### src/rtl/clight_multi_ctrl.sv
// Multi-way staircase light controller: N_SW synchronised, debounced switches each toggle
// one shared light, with an optional auto-off timer.
module clight_multi_ctrl #(
  parameter int unsigned N_SW      = 3,
  parameter int unsigned DEBOUNCE  = 4,
  parameter int unsigned TIMEOUT   = 16,
  parameter bit          LIGHT_RST = 1'b1
) (
  input  logic            clk,
  input  logic            rst_n,
  input  logic [N_SW-1:0] sw,
  input  logic            timer_en,
  output logic            light,
  output logic            toggle,
  output logic            expired,
  output logic [N_SW-1:0] sw_db
);

  localparam int unsigned CW = (DEBOUNCE > 1) ? $clog2(DEBOUNCE) : 1;
  localparam int unsigned TW = (TIMEOUT > 1) ? $clog2(TIMEOUT) : 1;

  localparam logic [CW-1:0] DbLast  = CW'(DEBOUNCE - 1);
  localparam logic [CW-1:0] CntOne  = CW'(1);
  localparam logic [TW-1:0] TmrLoad = TW'((TIMEOUT > 0) ? (TIMEOUT - 1) : 0);
  localparam logic [TW-1:0] TmrOne  = TW'(1);

  logic [N_SW-1:0] sync1_q, sync2_q;
  logic [CW-1:0]   cnt_q [N_SW];
  logic [CW-1:0]   cnt_d [N_SW];
  logic [N_SW-1:0] sw_db_d;
  logic [N_SW-1:0] chg;
  logic            flip;
  logic [TW-1:0]   tmr_q, tmr_d;
  logic            light_d, toggle_d, expired_d;

  // A bit is accepted only after DEBOUNCE consecutive mismatching samples.
  always_comb begin
    sw_db_d = sw_db;
    chg     = '0;
    for (int i = 0; i < int'(N_SW); i++) begin
      cnt_d[i] = '0;
      if (sync2_q[i] != sw_db[i]) begin
        if (cnt_q[i] == DbLast) begin
          sw_db_d[i] = sync2_q[i];
          chg[i]     = 1'b1;
        end else begin
          cnt_d[i] = cnt_q[i] + CntOne;
        end
      end
    end
  end

  assign flip = ^chg;

  // A flip always wins over expiry; the timer only reloads on a turn-on.
  always_comb begin
    light_d   = light;
    tmr_d     = tmr_q;
    toggle_d  = 1'b0;
    expired_d = 1'b0;
    if (flip) begin
      light_d  = ~light;
      toggle_d = 1'b1;
      if (!light) begin
        tmr_d = TmrLoad;
      end
    end else if ((TIMEOUT > 0) && light && timer_en) begin
      if (tmr_q == '0) begin
        light_d   = 1'b0;
        expired_d = 1'b1;
      end else begin
        tmr_d = tmr_q - TmrOne;
      end
    end
  end

  always_ff @(posedge clk or negedge rst_n) begin
    if (!rst_n) begin
      sync1_q <= '0;
      sync2_q <= '0;
      sw_db   <= '0;
      for (int i = 0; i < int'(N_SW); i++) begin
        cnt_q[i] <= '0;
      end
      tmr_q   <= TmrLoad;
      light   <= LIGHT_RST;
      toggle  <= 1'b0;
      expired <= 1'b0;
    end else begin
      sync1_q <= sw;
      sync2_q <= sync1_q;
      sw_db   <= sw_db_d;
      cnt_q   <= cnt_d;
      tmr_q   <= tmr_d;
      light   <= light_d;
      toggle  <= toggle_d;
      expired <= expired_d;
    end
  end

endmodule

### config.mk
export PLATFORM = sky130hd
export DESIGN_NAME = clight_multi_ctrl
export DESIGN_NICKNAME = d
export VERILOG_FILES = /design/src/rtl/clight_multi_ctrl.sv
export SDC_FILE = /design/constraint.sdc
export NUM_CORES = 1
export LEC_CHECK = 0
export ABC_CLOCK_PERIOD_IN_PS = 2200
export CORE_MARGIN = 2
export CORE_UTILIZATION = 52
export CTS_CLUSTER_SIZE = 8
export DETAILED_ROUTE_END_ITERATION = 7
export PLACE_DENSITY = 0.75
export SYNTH_ARGS = -nofsm -noshare
export SYNTH_HDL_FRONTEND = slang
export SYNTH_SLANG_ARGS = --single-unit
export TNS_END_PERCENT = 30
### constraint.sdc
create_clock -name clk -period 2.2 [get_ports clk]
set_input_delay 0.44 -clock clk [delete_from_list [all_inputs] [get_ports clk]]
set_output_delay 0.44 -clock clk [all_outputs]
set_load 0.005 [all_outputs]
==> results.txt, run 1 <==
The initial antenna violation count is 0. In the finished design, the share of the clock period the worst path needs comes to 88.5%. The post-route clock skew came out at 4.95 ps.

The run finished with clean final reports. The endpoint required time on the critical path is 2440 ps. The CTS tree is yes.

In the layout the commonest cells are dfrtp_1 (17), clkdlybuf4s50_1 (11), nand2_1 (5), dfstp_2 (5), ha_1 (4). The number of global-route vias before repair is 513. The sequential fraction of design power came out at ~50%. The share of async-settable or async-resettable flops after synthesis came out at 100%. The number of flip-flops and latches in the synthesized netlist came out at 22. The total number of clock tree sinks is 22. The highest attainable clock frequency is just over 0.5 GHz.

The horizontal die dimension came out at 45.9 um. The floorplan has 15 rows. The source of the worst hold timing path is sync1_q[0]. The switching power of the nets is 0.000410 W. Clock-pin slew was measured on the worst setup and hold paths at 120 ps. The data arrival time of the critical path is 2190 ps. The post-CTS setup repair buffer count came out at 0. The master cell of the clock root buffer is clkbuf_4.

Relative to the synthesized area, the layout overhead comes to 17.9%. The number of hold-repair buffers added at the cts stage is 0. Summing every instance area after synthesis gives about 910 um^2.

In the synthesized netlist the dominant register cell turns out to be dfrtp_1. The worst pin sits at a relative slew slack of 75.6%. The maximum fanout count along the critical path came out at 11.

Combinational logic burns between 30 and 40% of the power. The final wirelength came out at 1320 um. The number of warnings issued by yosys is 0. The number of hold-slack violations in the final timing report is 0. The maximum resistive drop on vdd is 0.663 mV. The net count after synthesis came out at 77.

met2 is the most crowded layer. The routed layout has 535 vias. After clock tree synthesis, the repair step resized 0 gates. The internal power summed over all cells came out at 0.000938 W. The net switching fraction of the power is 30.4%. The max-cap check violation count is 0.

The starting density of the core came out at 54.1%. The final-report max-slew violation count was 0. The H-tree depth came out at 1. The final layout net count came out at 93. The number of failing setup endpoints in the final timing report came out at 0.

The count of non-filler cells in the finished layout came out at between 90 and 100. In this run the worst setup path begins at sw_db[2]. The global-route track usage on met1 came out at about 18%. The routability congestion estimate came out at 0.757. The total global routing overflow is 0. The power density over the cells came out at between 1000 and 1500 mW/mm^2. The wire length per cell after detailed routing came out at 13.3 um. The first global-routing pass estimated roughly 2200 um of wire. At the pin with the least slew margin, the transition time is 367 ps. Yosys mapped the design onto 27 distinct sky130hd cell types. The library cell used most frequently in the layout, excluding fill and tap cells, is dfrtp_1.

The total track usage came out at 14.8%. For this run, the share of the core covered by cells in the final layout is between 60% and 70%. The placement-stage worst setup slack came out at between 200 and 300 ps. The final critical-path setup slack came out at between 200 and 300 ps. The count of TritonRoute iterations in the first routing pass came out at 2.

The vertical die dimension is 45.9 um. The fraction of the yosys area taken by sequential cells came out at between 60% and 70%. The startpoint identified for the worst register-to-register timing path is sw_db[2]. STA classifies the critical path endpoint as a flip-flop. The kind of critical path is flip-flop to flip-flop. At the later pin of the worst-skew pair, clock insertion delay measures 300 ps.

In the routed design, unresolved DRC markers number 0. The number of antenna diodes is 0. The share of cells above drive strength 1 is 23.2%. The buffer depth of the longest clock path is 2. The die area came out at 0.00211 mm^2. The clock period minus worst slack came out at about 1900 ps. The met3 track demand over resource is 3.57%.

The sort of element at the start of the critical path is a flip-flop. The path category of the worst min-delay check is flip-flop to flip-flop. The maximum number of pins on one net before global-route repair came out at 23. Summed over all cells, the static leakage comes to a little under 0.5 nW. The instance count after placement with tap cells included is 95. The antenna violation net count after detailed routing is 0.

The final setup TNS is 0 ps. The total area inside the core boundary comes to 0.00169 mm^2. In this run, synthesis inferred 0 flip-flops with an integrated enable. The mean area per synthesized cell came out at 13.6 um^2. The cell count after synthesis came out at 67. The met2 global-route usage is roughly 24%. The I/O pin count is 12. The share of power burned in the clock network came out at 16.2%.

The number of buffers inserted during clock tree synthesis is 3. After detailed routing, the number of vias per cell comes to 5.40. Setup repair after global routing left no endpoint under its margin. The number of DRC markers in iteration 0 came out at 3. The number of input and output port buffers inserted came out at 11. The HPWL reported at the end of detailed placement is 989 um.
## per-layer routing
layer  share of wire (%)  up-vias
met5                   0        -
met4                0.84        0
met3                 3.4        2
met2                  51       10
met1                  44      263
li1                    -      260
## final timing paths
| check | to | cells after the start | slack [ps] |
|---|---|---|---|
| worst min-delay path | sync2_q[0] | 0 | 360 |
| max in group asynchronous | light | 2 | 1470 |
| worst min register to register | sync2_q[0] | 0 | 360 |
| worst max register to register | tmr_q[3] | 5 | 250 |
| min in group asynchronous | cnt_q[4] | 2 | 460 |
| worst max-delay path | tmr_q[3] | 5 | 250 |
## registers in the layout, indices dropped and copies added (netlist names)
signal	cells
tmr_q	4
toggle	1
light	1
sw_db	3
sync1_q	3
cnt_q	6
sync2_q	3
expired	1
## stage by stage
step | hold WS (ps) | cell area, um^2 | power [W]
2_1_floorplan | 144 | 913 | 0.000975
3_3_place_gp | 334 | 1040 | 0.00112
3_5_place_dp | 336 | 1040 | 0.00115
4_1_cts | 364 | 1080 | 0.00137
5_1_grt | 370 | 1080 | 0.00145
6_report | 361 | 1080 | 0.00135
## power groups by stage
stage	Combinational (W)	Sequential [W]	Clock [W]
finish	0.000457	0.000674	0.000218
floorplan	0.000315	0.000660	0
global placement	0.000442	0.000673	0
CTS	0.000466	0.000676	0.000225
global route	0.000512	0.000694	0.000243
detailed placement	0.000463	0.000684	0
## area by class of cell
cell class                      count  area [um^2]
Timing Repair Buffer               12          118
Clock buffer                        4         36.3
Sequential cell                    22          557
Fill cell                         140          612
Inverter                            2         7.51
Multi-Input combinational cell     42          338
Tap cell                           17         21.3
## critical path, cell delays in order (launching register included)
cell     delay [ps]
dfrtp_1         430
xor2_1          230
nand2_1          90
xnor3_1         520
or3_2           490
o221a_2         130
## synth_stat cells (all sizes together) (2+ instances only)
cell type | n | area share [%]
dfrtp | 17 | 47
dfstp | 5 | 14
nand2 | 5 | 2.1
ha | 4 | 5.5
mux2 | 4 | 5.3
and2 | 3 | 2.2
nor3b | 3 | 2.5
xor2 | 3 | 2.9
inv | 2 | 0.82
nand2b | 2 | 1.4
nand3 | 2 | 1.1
nor3 | 2 | 1.1
o211ai | 2 | 1.6
o21ai | 2 | 1.1
## cells by family after synthesis
group / after synthesis / share of synthesized area, %
fa+ha+maj: 4 / 5.48
compound gates: 8 / 7.12
mux: 4 / 5.34
flops: 22 / 61.0
xor+xnor: 4 / 5.34
buf+inv: 3 / 2.06
simple gates: 22 / 13.7
(Power assumes the default switching activity.)
==> run 2: changes to the inputs <==
- SETUP_SLACK_MARGIN: not set -> 0.3
==> results.txt, run 2 (same netlist as run 1, synthesis figures left out) <==
The flow ran to the end, and the final reports show no timing, DRC or antenna violations. The final clock period utilization by the worst path is 84.4% (-4.1 points). In the layout the commonest cells are dfrtp_1 (17), clkdlybuf4s50_1 (11), buf_4 (6).

The endpoint required time on the critical path is 2430 ps (about the same). The number of standard-cell rows in the floorplan was 15 (unchanged). The origin of the critical flop-to-flop path is cnt_q[2].

The wire length per cell after detailed routing is 13.8 um (+3.9%). The max-cap check violation count came out at 0 (unchanged). The largest register by flop count is cnt_q. The I/O pin count came out at 12 (unchanged). The count of TritonRoute iterations in the first routing pass came out at 3 (+1).

The total number of clock tree sinks came out at 22 (unchanged). The signal on the critical path passes through ha_1, nand2_1, xnor3_2, buf_4, or2_1, o211ai_1. The synthesis-to-finish area growth is 22.2%. The power density over the cells was 1270 mW/mm^2 (+1.5%).

The maximum number of pins on one net before global-route repair came out at 23 (unchanged). The number of flip-flops in the largest register came out at 6 (unchanged). The met3 wire length was 50 um (+11%).

The master cell of the clock root buffer is clkbuf_4. The number of antenna diodes came out at 0 (unchanged). The cell family with the largest share of critical-path delay is XOR/XNOR gates. The number of hold-slack violations in the final timing report came to 0 (unchanged).

The global-route wire length before repair came out at 2290 um (+4.7%). The setup slack of the worst register-to-register path came out at 340 ps (+90 ps). The starting density of the core came out at 54.1% (unchanged). The most common cell after layout, fill and taps aside is dfrtp_1. The total global routing overflow came out at 0 (unchanged).

The placement-stage worst setup slack came out at 271 ps (unchanged). Following the worst setup path forward leads to its endpoint at tmr_q[2]. The largest registers in the layout are cnt_q (6), tmr_q (4).

The latest clock arrival within the worst-skew pair is 310 ps (about the same). In this run the top signal layer used is met4. The buffer depth of the longest clock path came out at 2 (unchanged). The met2 layer wire length in the routed design came out at 735 um (+8.9%).

The post-detailed-route via-to-cell ratio is 5.43 (+0.53%). The number of global-route vias before repair was 526 (+2.5%). The vertical die dimension came out at 45.9 um (unchanged). The worst hold slack was 361 ps (+0.00200 ps). The final critical-path setup slack came out at 343 ps (+89.6 ps).

The routed metal-1 wire length came out at 639 um (+9.4%). The highest attainable clock frequency came out at 0.538 GHz (+4.8%). The slowest stage of the critical path is the xnor3_2 cell. STA classifies the critical path endpoint as a flip-flop.

The post-CTS clock slew at the launch and capture registers of the worst setup and hold paths came out at 120 ps (about the same). The post-route clock skew is 4.25 ps (-0.699 ps). The data arrival time of the critical path came out at 2090 ps (-100 ps). The final setup TNS is 0 ps (unchanged). The HPWL reported at the end of detailed placement came out at 989 um (unchanged). The die area is 0.00211 mm^2 (unchanged). The worst register-to-register path ends at tmr_q[2].

The worst relative slew slack came to 77.6% (+2.1 points). The number of buffers and inverters on the critical path came out at 1 (+1). The count of vias placed by the detailed router is 565 (+5.6%). The total track usage came out at 15.6% (+0.83 points).

The clock period minus worst slack came out at 1860 ps (-89.6 ps). The H-tree depth came out at 1 (unchanged). The residual DRC count is 0 (unchanged). The delay of the slowest cell on the worst path is 450 ps (-70 ps). The number of failing setup endpoints in the final timing report came out at 0 (unchanged). The number of DRC markers in iteration 0 is 4 (+1). The share of cells above drive strength 1 is 28.7% (+5.6 points). The instance count after placement with tap cells included came out at 95 (unchanged). The launching element of the worst setup path is cnt_q[2].

The routability congestion estimate came out at 0.757 (unchanged). The count of cells along the worst register-to-register path was 6 (+1). The number of hold-repair buffers added at the cts stage is 0 (unchanged). The sort of element at the start of the critical path is a flip-flop.

The final layout net count came out at 98 (+5.4%). Setup repair after global routing could not meet its margin everywhere. The maximum fanout count along the critical path is 6 (-5).

The antenna violation net count after detailed routing is 0 (unchanged). The final wirelength came out at 1440 um (+9.1%). The path length in cells of the critical path is 6 (+1). The number of input and output port buffers inserted is 11 (unchanged). The core area came out at 0.00169 mm^2 (unchanged). The number of buffers inserted during clock tree synthesis came out at 3 (unchanged). The path class of the tightest hold or removal check is flip-flop to flip-flop. The horizontal die dimension was 45.9 um (unchanged). The initial antenna violation count came out at 0 (unchanged). The final core utilization is 66.1% (+2.3 points). TritonCTS built the clock tree. The count of non-filler cells in the finished layout came to 104 (+5.1%). The worst-margin pin slew is 332 ps (-34.5 ps). The leakage power figure came out at 0.505 nW (+5.2%).

The setup path with the least slack is of type flip-flop to flip-flop. The final-report max-slew violation count is 0 (unchanged). The maximum resistive drop on vdd is 0.669 mV (+0.96%).
[run 2: layout make-up]
class	count	area (um^2)
Timing Repair Buffer	17	155
Sequential cell	22	557
Tap cell	17	21.3
Inverter	2	7.51
Clock buffer	4	36.3
Fill cell	130	573
Multi-Input combinational cell	42	339
[run 2: how the worst min path moves through the flow]
stage / slack, ps / from / to / depth (start not counted)
3_5_place_dp: 340 / sync1_q[0] / sync2_q[0] / 0
2_1_floorplan: 140 / rst_n / cnt_q[0] / 0
6_report: 360 / sync1_q[0] / sync2_q[0] / 0
5_1_grt: 370 / sync1_q[0] / sync2_q[0] / 0
3_3_place_gp: 330 / sync1_q[1] / sync2_q[1] / 0
4_1_cts: 360 / sync1_q[0] / sync2_q[0] / 0
[run 2: timing repair]
| action | CTS | global route |
|---|---|---|
| pin swaps | 1 | 0 |
| endpoints found under the setup margin | 2 | 3 |
| gates resized for setup | 1 | 0 |
| setup buffers | 2 | 3 |
[run 2: report_power, final]
part	internal [W]	switching [W]	total [W]
registers	0.000567	0.000103	0.000670
clock network	0.000101	0.000119	0.000220
logic	0.000320	0.000208	0.000528
[run 2: layer usage]
metal  up-vias  track usage (%)
met1       283             18.6
met3         2             3.57
li1        270                -
met5         -                0
met4         0             6.86
met2        10             26.7
[run 2: per-stage QoR]
stage	instance area [um^2]	power [W]
floorplan	913	0.000975
global placement	1040	0.00112
detailed placement	1040	0.00115
CTS	1090	0.00139
global route	1120	0.00152
finish	1120	0.00142
[run 2: worst reg2reg max path, cell delays in order, from the launching register on]
cell,delay [ps]
dfrtp_1,400
ha_1,240
nand2_1,80
xnor3_2,450
buf_4,170
or2_1,240
o211ai_1,190
